<file path="src/rtl/wave_capture_multi_pkg.sv">
// Shared types for the triggered waveform capture block: capture FSM state
// codes and trigger-mode encodings.
package wave_capture_multi_pkg;

    typedef enum logic [2:0] {
        ST_ARMED  = 3'b001,
        ST_ACTIVE = 3'b010,
        ST_WAIT   = 3'b100
    } cap_state_e;

    // Code 2'b11 is decoded as rising by the trigger logic's default branch.
    localparam logic [1:0] TRIG_RISING  = 2'b00;
    localparam logic [1:0] TRIG_FALLING = 2'b01;
    localparam logic [1:0] TRIG_FREE    = 2'b10;

endpackage

</file>
<file path="src/rtl/wave_capture_multi_trigger_detect.sv">
// Level-crossing trigger: remembers the previous accepted sample and flags a
// rising/falling crossing of trig_level_i (or every sample when free-running).
module wave_capture_multi_trigger_detect
    import wave_capture_multi_pkg::*;
#(
    parameter int SAMPLE_W = 16
) (
    input  logic                       clk,
    input  logic                       reset,
    input  logic                       sample_valid_i,
    input  logic signed [SAMPLE_W-1:0] sample_i,
    input  logic        [1:0]          trig_mode_i,
    input  logic signed [SAMPLE_W-1:0] trig_level_i,
    output logic                       trig_o
);

    logic signed [SAMPLE_W-1:0] prev_q;
    logic signed [SAMPLE_W-1:0] prev_d;
    logic                       prev_valid_q;
    logic                       prev_valid_d;
    logic                       cur_at_or_above;
    logic                       prev_below;

    always_comb begin
        prev_d       = prev_q;
        prev_valid_d = prev_valid_q;
        if (sample_valid_i) begin
            prev_d       = sample_i;
            prev_valid_d = 1'b1;
        end
    end

    always_ff @(posedge clk) begin
        if (reset) begin
            prev_q       <= '0;
            prev_valid_q <= 1'b0;
        end else begin
            prev_q       <= prev_d;
            prev_valid_q <= prev_valid_d;
        end
    end

    assign cur_at_or_above = (sample_i >= trig_level_i);
    assign prev_below      = (prev_q < trig_level_i);

    always_comb begin
        trig_o = 1'b0;
        case (trig_mode_i)
            TRIG_FREE:    trig_o = sample_valid_i;
            TRIG_FALLING: trig_o = sample_valid_i && prev_valid_q && !prev_below && !cur_at_or_above;
            default:      trig_o = sample_valid_i && prev_valid_q && prev_below && cur_at_or_above;
        endcase
    end

endmodule

</file>
<file path="src/rtl/wave_capture_multi.sv">
// Triggered, decimating waveform capture into one half of a ping-pong display
// RAM; the filled half is handed to the display when it reports idle.
module wave_capture_multi
    import wave_capture_multi_pkg::*;
#(
    parameter int SAMPLE_W   = 16,
    parameter int OUT_W      = 8,
    parameter int DEPTH_LOG2 = 8,
    parameter int DECIM_W    = 4
) (
    input  logic                  clk,
    input  logic                  reset,
    input  logic                  new_sample_ready,
    input  logic [SAMPLE_W-1:0]   new_sample_in,
    input  logic                  wave_display_idle,
    input  logic [1:0]            trig_mode,
    input  logic [SAMPLE_W-1:0]   trig_level,
    input  logic [DECIM_W-1:0]    decim,
    output logic [DEPTH_LOG2:0]   write_address,
    output logic                  write_enable,
    output logic [OUT_W-1:0]      write_sample,
    output logic                  read_index,
    output logic                  capture_done
);

    cap_state_e             state_q, state_d;
    logic [DEPTH_LOG2-1:0]  count_q, count_d;
    logic [DECIM_W-1:0]     decim_cnt_q, decim_cnt_d;
    logic [DECIM_W-1:0]     decim_lat_q, decim_lat_d;
    logic                   read_index_q, read_index_d;
    logic                   done_q, done_d;
    logic                   we_q, we_d;
    logic [DEPTH_LOG2:0]    addr_q, addr_d;
    logic [OUT_W-1:0]       sample_q, sample_d;

    logic                   trig;
    logic                   do_write;
    logic [DEPTH_LOG2-1:0]  wr_count;
    logic [OUT_W-1:0]       sample_ob;

    // Trigger inputs are only consulted in ARMED, so mid-capture changes to
    // trig_mode/trig_level have no effect on the capture in progress.
    wave_capture_multi_trigger_detect #(
        .SAMPLE_W (SAMPLE_W)
    ) u_trig (
        .clk            (clk),
        .reset          (reset),
        .sample_valid_i (new_sample_ready),
        .sample_i       (new_sample_in),
        .trig_mode_i    (trig_mode),
        .trig_level_i   (trig_level),
        .trig_o         (trig)
    );

    // Offset-binary: flip the sign bit and keep the top OUT_W bits.
    assign sample_ob = {~new_sample_in[SAMPLE_W-1], new_sample_in[SAMPLE_W-2 -: OUT_W-1]};

    always_comb begin
        state_d      = state_q;
        count_d      = count_q;
        decim_cnt_d  = decim_cnt_q;
        decim_lat_d  = decim_lat_q;
        read_index_d = read_index_q;
        done_d       = 1'b0;
        do_write     = 1'b0;
        wr_count     = count_q;

        case (state_q)
            ST_ARMED: begin
                if (trig) begin
                    do_write    = 1'b1;
                    wr_count    = '0;
                    count_d     = DEPTH_LOG2'(1);
                    decim_cnt_d = '0;
                    decim_lat_d = decim;
                    state_d     = ST_ACTIVE;
                end
            end
            ST_ACTIVE: begin
                if (new_sample_ready) begin
                    if (decim_cnt_q == decim_lat_q) begin
                        do_write    = 1'b1;
                        count_d     = count_q + DEPTH_LOG2'(1);
                        decim_cnt_d = '0;
                        if (count_q == '1) begin
                            state_d = ST_WAIT;
                        end
                    end else begin
                        decim_cnt_d = decim_cnt_q + DECIM_W'(1);
                    end
                end
            end
            ST_WAIT: begin
                if (wave_display_idle) begin
                    read_index_d = ~read_index_q;
                    done_d       = 1'b1;
                    state_d      = ST_ARMED;
                end
            end
            default: begin
                state_d = ST_ARMED;
            end
        endcase

        we_d     = do_write;
        addr_d   = do_write ? {~read_index_q, wr_count} : addr_q;
        sample_d = do_write ? sample_ob : sample_q;
    end

    always_ff @(posedge clk) begin
        if (reset) begin
            state_q      <= ST_ARMED;
            count_q      <= '0;
            decim_cnt_q  <= '0;
            decim_lat_q  <= '0;
            read_index_q <= 1'b0;
            done_q       <= 1'b0;
            we_q         <= 1'b0;
            addr_q       <= '0;
            sample_q     <= '0;
        end else begin
            state_q      <= state_d;
            count_q      <= count_d;
            decim_cnt_q  <= decim_cnt_d;
            decim_lat_q  <= decim_lat_d;
            read_index_q <= read_index_d;
            done_q       <= done_d;
            we_q         <= we_d;
            addr_q       <= addr_d;
            sample_q     <= sample_d;
        end
    end

    assign write_address = addr_q;
    assign write_enable  = we_q;
    assign write_sample  = sample_q;
    assign read_index    = read_index_q;
    assign capture_done  = done_q;

endmodule
</file>
<file path="config.mk">
export PLATFORM = sky130hd
export DESIGN_NAME = wave_capture_multi
export DESIGN_NICKNAME = d
export VERILOG_FILES = /design/src/rtl/wave_capture_multi_pkg.sv /design/src/rtl/wave_capture_multi_trigger_detect.sv /design/src/rtl/wave_capture_multi.sv
export SDC_FILE = /design/constraint.sdc
export NUM_CORES = 1
export LEC_CHECK = 0
export ABC_AREA = 1
export BUFFER_PORTS_ARGS = -buffer_cell sky130_fd_sc_hd__buf_2
export CAP_MARGIN = 0
export CORE_AREA = 2 2 90 92
export DETAILED_ROUTE_END_ITERATION = 8
export DIE_AREA = 0 0 92 94
export GPL_ROUTABILITY_DRIVEN = 1
export SYNTH_ARGS = -nofsm -noshare
export SYNTH_HDL_FRONTEND = slang
export SYNTH_SLANG_ARGS = --single-unit
export TNS_END_PERCENT = 50
</file>
<file path="constraint.sdc">
create_clock -name clk -period 6.1 [get_ports clk]
set_input_delay 0 -clock clk [delete_from_list [all_inputs] [get_ports clk]]
set_output_delay 0 -clock clk [all_outputs]
set_load 0.05 [all_outputs]
</file>
==> results of run 1 <==
power groups by stage:
stage / Sequential (mW) / Combinational (mW) / Clock (mW)
floorplan: 0.407 / 0.0948 / 0
global placement: 0.397 / 0.142 / 0
detailed placement: 0.398 / 0.145 / 0
CTS: 0.390 / 0.156 / 0.227
global route: 0.392 / 0.177 / 0.240
finish: 0.390 / 0.154 / 0.218
layer usage:
layer | wire (um) | up-vias | global-route usage
li1 | - | 1602 | -
met1 | 3490 | 1377 | 0.234
met2 | 3850 | 55 | 0.332
met3 | 202 | 14 | 0.0193
met4 | 118 | 0 | 0.0572
met5 | 0 | - | 0
registers in the layout (all words and copies together) (netlist names):
| name | flops |
|---|---|
| u_trig.prev_q | 16 |
| write_address | 9 |
| count_q | 8 |
| write_sample | 8 |
| decim_cnt_q | 4 |
| decim_lat_q | 4 |
| state_q | 3 |
| capture_done | 1 |
| read_index | 1 |
| u_trig.prev_valid_q | 1 |
| write_enable | 1 |
cell usage in the layout, fill, tap and decap left out, drive strengths merged, types with 4 or more instances in the layout:
cell,n
nand2,85
dfxtp,56
clkbuf,5
ha,35
xor2,4
inv,54
mux2i,6
a21oi,37
nor3,6
dlygate4sd3,20
nor2,70
o21ai,23
nand4,10
nand3,35
buf,61
cell type report:
cell class	instances	area [sq um]	share of cell area
multi-input cells	322	1870	0.478
flip-flops and latches	56	1120	0.286
repair buffers	81	505	0.129
inverters	53	199	0.0507
well taps	102	128	0.0325
clock buffers	5	68.8	0.0175
clock inverters	3	27.5	0.00702
how the worst max path moves through the flow:
| stage | slack [ns] | depth (start not counted) | endpoint | startpoint |
|---|---|---|---|---|
| 6_report | 3.52 | 21 | write_sample[6] | new_sample_in[11] |
| 5_1_grt | 3.23 | 21 | write_sample[4] | new_sample_in[11] |
| 4_1_cts | 3.51 | 21 | write_sample[6] | new_sample_in[11] |
| 3_5_place_dp | 3.74 | 21 | write_sample[4] | trig_level[15] |
| 3_3_place_gp | 3.78 | 16 | write_sample[5] | u_trig.prev_q[11] |
| 2_1_floorplan | 4.17 | 18 | write_address[8] | u_trig.prev_q[5] |
cells by family after synthesis:
kind of cell	after synthesis	share of synthesized area
xor gates and xnor gates	6	0.0161
adders and majority gates	35	0.134
AOI/OAI and AO/OA	63	0.107
and+or+nand+nor	212	0.298
buffers and inverters	66	0.0842
DFF	56	0.343
muxes	6	0.0184
metrics by stage:
step	power, mW	cell area [sq um]
floorplan	0.501	3270
global placement	0.540	3630
detailed placement	0.543	3630
CTS	0.773	3920
global route	0.809	3920
finish	0.761	3920
critical path, delay by kind of cell:
family | cells | cell delay, ns
buffers and inverters | 2 | 0.69
AND/OR/NAND/NOR | 18 | 1.83
adder cells (fa/ha/maj) | 1 | 0.29
==> flow_summary.toml, run 1 <==
[outcome]
status = "finished, final reports clean"

[synth]
synth_top_cells_by_count = "nand2_1 (71), nor2_1 (68), dfxtp_1 (56)"
seq_area_frac_synth = 0.343
synth_enable_flop_cells = 0
ys_async_sr_fraction = 0
synth.distinct_cells = 33
yosysMostFrequentCell = "nand2_1"
ys_warn_count = 0
yosys-top-cells-area = "dfxtp_1 (34%), ha_1 (13%), nand2_1 (8.2%), nor2_1 (7.8%), inv_1 (6.1%)"
ys_ff_latch = 56
synth_ff_type = "dfxtp_1"
synthCells = 444
synth_top_area_cell = "dfxtp_1"
synth_top_area_frac = 0.343
avgSynthCellArea_sq_um = 7.36
netlist_area_sq_um = 3270
syn-num-nets = 521

[power]
clock_power_share = 0.286
switching_share = 0.310
p_per_area_nw_per_um2 = 194
cellLeakagePower_nw = 1.96
sequentialPowerShare = 0.512
ir_drop_mv = 0.0888
combPwrFrac = 0.202
power.net_switching_mw = 0.236
p_int_mw = 0.525

[placed_design]
post-place-ws_ns = 3.74
place_congestion = 0.766
hpwl_um = 5530
io_buffer_count = 61
dp_cells = 594

[clock_network]
cts_root_buffer = "clkbuf_8"
cts_setup_buffers = 0
clkSinkCount = 56
cts.path.max_buffers = 2
numCtsBuffers = 5
clk_latency_ns = 0.32
cts.clk_slew.worst_paths_ns = 0.11
cts_hold_buf = 20
ctsResizeCount = 0
cts_max_level = 2
cts_tree = "built"

[detailed_routing]
firstDrtPassIters = 4
dr.first_iter.drc_count = 112
finalWirelength_um = 7650
avgViaCountPerCell = 4.90
drcViolationCount = 0
vias = 3048
routedWlPerCell_um = 12.3
drtAntennaViolNets = 0

[setup_path]
cp_max_fo = 28
r2r.worst_path.cells = 18
slowest_stage = "dlygate4sd3_1"
ff2ff_setup_slack_ns = 3.73
path_cells = "dlygate4sd3_1 -> buf_2 -> ha_1 -> nand2_1 -> nor2_1 -> nand2_2 -> nor2_4 -> nand2_2 -> nand3_1 -> nand2_1 -> nand3_2 -> nor2_1 -> nand2_1 -> nand2_1 -> nand2_2 -> nand2_2 -> nand2_4 -> nand2_4 -> nor2_1 -> nand2_1 -> nand2_1"
critical_path_required_ns = 6.36
rr_endpoint = "write_sample[6]"
endpoint_kind = "flop"
r2r-start = "u_trig.prev_q[5]"
critical_path.max_stage_delay_ns = 0.55
cp_common_cell = "nand2_1"
cp.arrival_ns = 2.84
worstSetupPathType = "in -> reg"
start_kind = "input pin"

[floorplan]
core_sq_um = 7610
die_w_um = 92
ioPinCount = 62
rows = 32
initial_core_util = 0.430
fp.dieH_um = 94
fp.dieArea_sq_um = 8650

[min_path]
hp-start = "wave_display_idle"
holdCritPathClass = "in -> reg"
hold_depth = 4
whs_endpoint = "state_q[2]"

[timing]
holdWs_ns = 0.0320
tns_ns = 0
final.setup_skew_ns = 0.00867
maxSlewViolCount = 0
period_share = 0.423
worst_pin_slew_ns = 0.752
hold_viol = 0
period_minus_slack_ns = 2.58
setup-violations-final = 0
timing.final.ws_setup_ns = 3.52
relSlewSlack = 0.498
max_freq_mhz = 388
rsz0062_at_grt = "no"

[final_layout]
fillerInstances = 766
antennaDiodeCount = 0
num-nets-final = 596
final_util = 0.516
area_growth_pct = 20.0
drive_above_1_share = 0.187
stdcell_count = 622

[global_route]
grt_pass1_wl_um = 13000
grtUsageTotal = 0.185
grt_pass1_vias = 2875
antenna_found_initial = 0
grt_overflow = 0
grt_max_degree = 29

[job]
maxCapViolations = 0
(Power assumes the default switching activity.)
==> inputs of run 2 (changes only) <==
--- a/config.mk
+++ b/config.mk
@@ -5,13 +5,14 @@
 export SDC_FILE = /design/constraint.sdc
 export NUM_CORES = 1
 export LEC_CHECK = 0
-export ABC_AREA = 1
+export ABC_AREA = 0
 export BUFFER_PORTS_ARGS = -buffer_cell sky130_fd_sc_hd__buf_2
 export CAP_MARGIN = 0
-export CORE_AREA = 2 2 90 92
+export CORE_AREA = 2 2 89 91
 export DETAILED_ROUTE_END_ITERATION = 8
-export DIE_AREA = 0 0 92 94
+export DIE_AREA = 0 0 91 93
 export GPL_ROUTABILITY_DRIVEN = 1
+export PLACE_DENSITY = 0.67
 export SYNTH_ARGS = -nofsm -noshare
 export SYNTH_HDL_FRONTEND = slang
 export SYNTH_SLANG_ARGS = --single-unit
==> constraint.sdc (replaced) <==
create_clock -name clk -period 2.3 [get_ports clk]
set_input_delay 0 -clock clk [delete_from_list [all_inputs] [get_ports clk]]
set_output_delay 0 -clock clk [all_outputs]
set_load 0.05 [all_outputs]
==> run 2 against run 1 <==
Compared with the run above:
- the flow now finishes with violations (setup timing)
- critical endpoint is now count_q[6]
- highest routed layer unchanged
- sequential power increased to 2.6 times the previous value
- critical path depth decreased by 12
- sequential cell count unchanged
- design area increased by 7.8%
- synthesized cell count decreased by 20%
==> flow_summary.toml, run 2 <==
[setup_path]
r2r-start = "u_trig.prev_q[3]"
startpoint = "u_trig.prev_q[3]"
cp_common_cell = "mux2_4"
r2r.worst_path.cells = 9
path_delay_family = "compound AO/OA/AOI/OAI gates"
cp.arrival_ns = 3.15
cp_max_fo = 4
worstSetupPathType = "reg -> reg"
endpoint_kind = "flop"
start_kind = "flop"
critical_path_required_ns = 2.50
critical_path.max_stage_delay_ns = 0.47
ff2ff_setup_slack_ns = -0.65
slowest_stage = "or4_4"
rr_endpoint = "count_q[6]"
path_cells = "ha_4 -> and3_4 -> a221o_1 -> a22oi_2 -> mux2_4 -> or4_4 -> a211o_1 -> a21oi_2 -> mux2_4"
path_buf_inv = 0

[synth]
netlist_area_sq_um = 3190
synthCells = 356
yosys-top-cells-area = "dfxtp_1 (35%), ha_1 (14%), mux2i_1 (9.7%), nor2_1 (4.9%), a21oi_1 (4.2%)"
synth_ff_type = "dfxtp_1"
synth_top_cells_by_count = "dfxtp_1 (56), nor2_1 (42), ha_1 (35)"
synth_top_area_frac = 0.352
synth.distinct_cells = 49
avgSynthCellArea_sq_um = 8.95
ys_warn_count = 0
synth_top_area_cell = "dfxtp_1"
seq_area_frac_synth = 0.352
ys_async_sr_fraction = 0
ys_ff_latch = 56
yosysMostFrequentCell = "dfxtp_1"
syn-num-nets = 433
synth_enable_flop_cells = 0

[global_route]
met1_usage = 0.234
grt_pass1_vias = 2736
antenna_found_initial = 0
busiest_layer = "met2"
grt_overflow = 0
grt_max_degree = 54
grt_pass1_wl_um = 12700
use_met3 = 0.0242
use_met2 = 0.325
grtUsageTotal = 0.181

[placed_design]
io_buffer_count = 61
place_congestion = 0.804
hpwl_um = 5750
placed_area_sq_um = 3940

[min_path]
hp-start = "new_sample_in[15]"
whs_endpoint = "write_sample[7]"
hold_depth = 3
holdCritPathClass = "in -> reg"

[power]
ir_drop_mv = 0.239
cellLeakagePower_nw = 1.93
p_per_area_nw_per_um2 = 479
power_mw = 2.03

[final_layout]
largest_reg_flops = 16
regMostFlops = "u_trig.prev_q"
num-nets-final = 534
final_util = 0.562
area_growth_pct = 32.7
final_common_cell = "buf_2"
layout_common_cells = "buf_2 (61), dfxtp_1 (53), nor2_1 (42)"
fillerInstances = 733
stdcell_area_sq_um = 4230
drive_above_1_share = 0.312
antennaDiodeCount = 0

[outcome]
status = "complete, but fails checks"
violations = "setup timing"

[timing]
tns_ns = -18.44
maxSlewViolCount = 0
worst_pin_slew_ns = 0.962
rsz0062_at_grt = "yes"
final.setup_skew_ns = 0.00933
holdWs_ns = 0.0332
max_freq_mhz = 339
period_minus_slack_ns = 2.95
setup-violations-final = 36
hold_viol = 0
relSlewSlack = 0.359
timing.final.ws_setup_ns = -0.652
period_share = 1.28

[clock_network]
cts_tree = "built"
cts.clk_slew.worst_paths_ns = 0.11
clkSinkCount = 56
numCtsBuffers = 5
cts.path.max_buffers = 2
cts_root_buffer = "clkbuf_8"
clk_latency_ns = 0.31
cts_max_level = 2

[floorplan]
fp.dieArea_sq_um = 8460
die_w_um = 91
core_sq_um = 7530
fp.dieH_um = 93
rows = 32
initial_core_util = 0.423
ioPinCount = 62

[detailed_routing]
drcViolationCount = 0
vias = 2860
firstDrtPassIters = 4
drtAntennaViolNets = 0
finalWirelength_um = 7460
dr.first_iter.drc_count = 106
routedWlPerCell_um = 13.3
avgViaCountPerCell = 5.11

[job]
maxCapViolations = 0
[run 2: worst min-delay path, cell delays in order]
cell	delay (ns)
buf_2	0.11
buf_4	0.13
a211oi_1	0.06
[run 2: worst max-delay path by stage]
stage / to / slack [ns] / depth (start not counted)
6_report: count_q[6] / -0.65 / 9
5_1_grt: count_q[6] / -0.71 / 9
4_1_cts: count_q[5] / -0.65 / 9
3_5_place_dp: count_q[6] / -0.68 / 9
3_3_place_gp: count_q[6] / -0.65 / 9
2_1_floorplan: count_q[6] / -0.62 / 9
[run 2: power by group]
group          leakage [nW]  switching, mW  total (mW)  internal [mW]
clock network        0.0463          0.343       0.567          0.224
logic                  1.43          0.225       0.433          0.208
registers             0.457         0.0235        1.03           1.00
total                  1.93          0.591        2.03           1.44
[run 2: per-stage QoR]
step           instances  setup WS, ns
2_1_floorplan        356        -0.625
3_3_place_gp         539        -0.650
3_5_place_dp         539        -0.675
4_1_cts              560        -0.653
5_1_grt              560        -0.712
6_report             560        -0.652
[run 2: per-layer routing]
layer / share of wire / vias to the layer above
met2: 0.49 / 49
li1: - / 1481
met3: 0.034 / 8
met5: 0 / -
met1: 0.46 / 1322
met4: 0.013 / 0
[run 2: repair_timing]
action	in CTS	in global routing
buffers inserted	2	0
gates resized for setup	5	12
cloned	1	0
pin swaps	8	4
hold endpoints to repair	10	0
endpoints found under the setup margin	36	36
hold buffers	10	0
[run 2: cell families after synthesis]
group	share of synthesized area
compound gates	0.137
xor+xnor	0.0165
fa+ha+maj	0.137
buf+inv	0.0440
flops	0.352
mux	0.115
simple gates	0.198
[run 2: final cells by class]
type	instances	area (sq um)	area share
Tap cell	102	128	0.0302
Sequential cell	56	1120	0.266
Timing Repair Buffer	108	709	0.168
Inverter	20	75.1	0.0178
Multi-Input combinational cell	266	2090	0.495
Clock buffer	5	68.8	0.0163
Clock inverter	3	27.5	0.00651
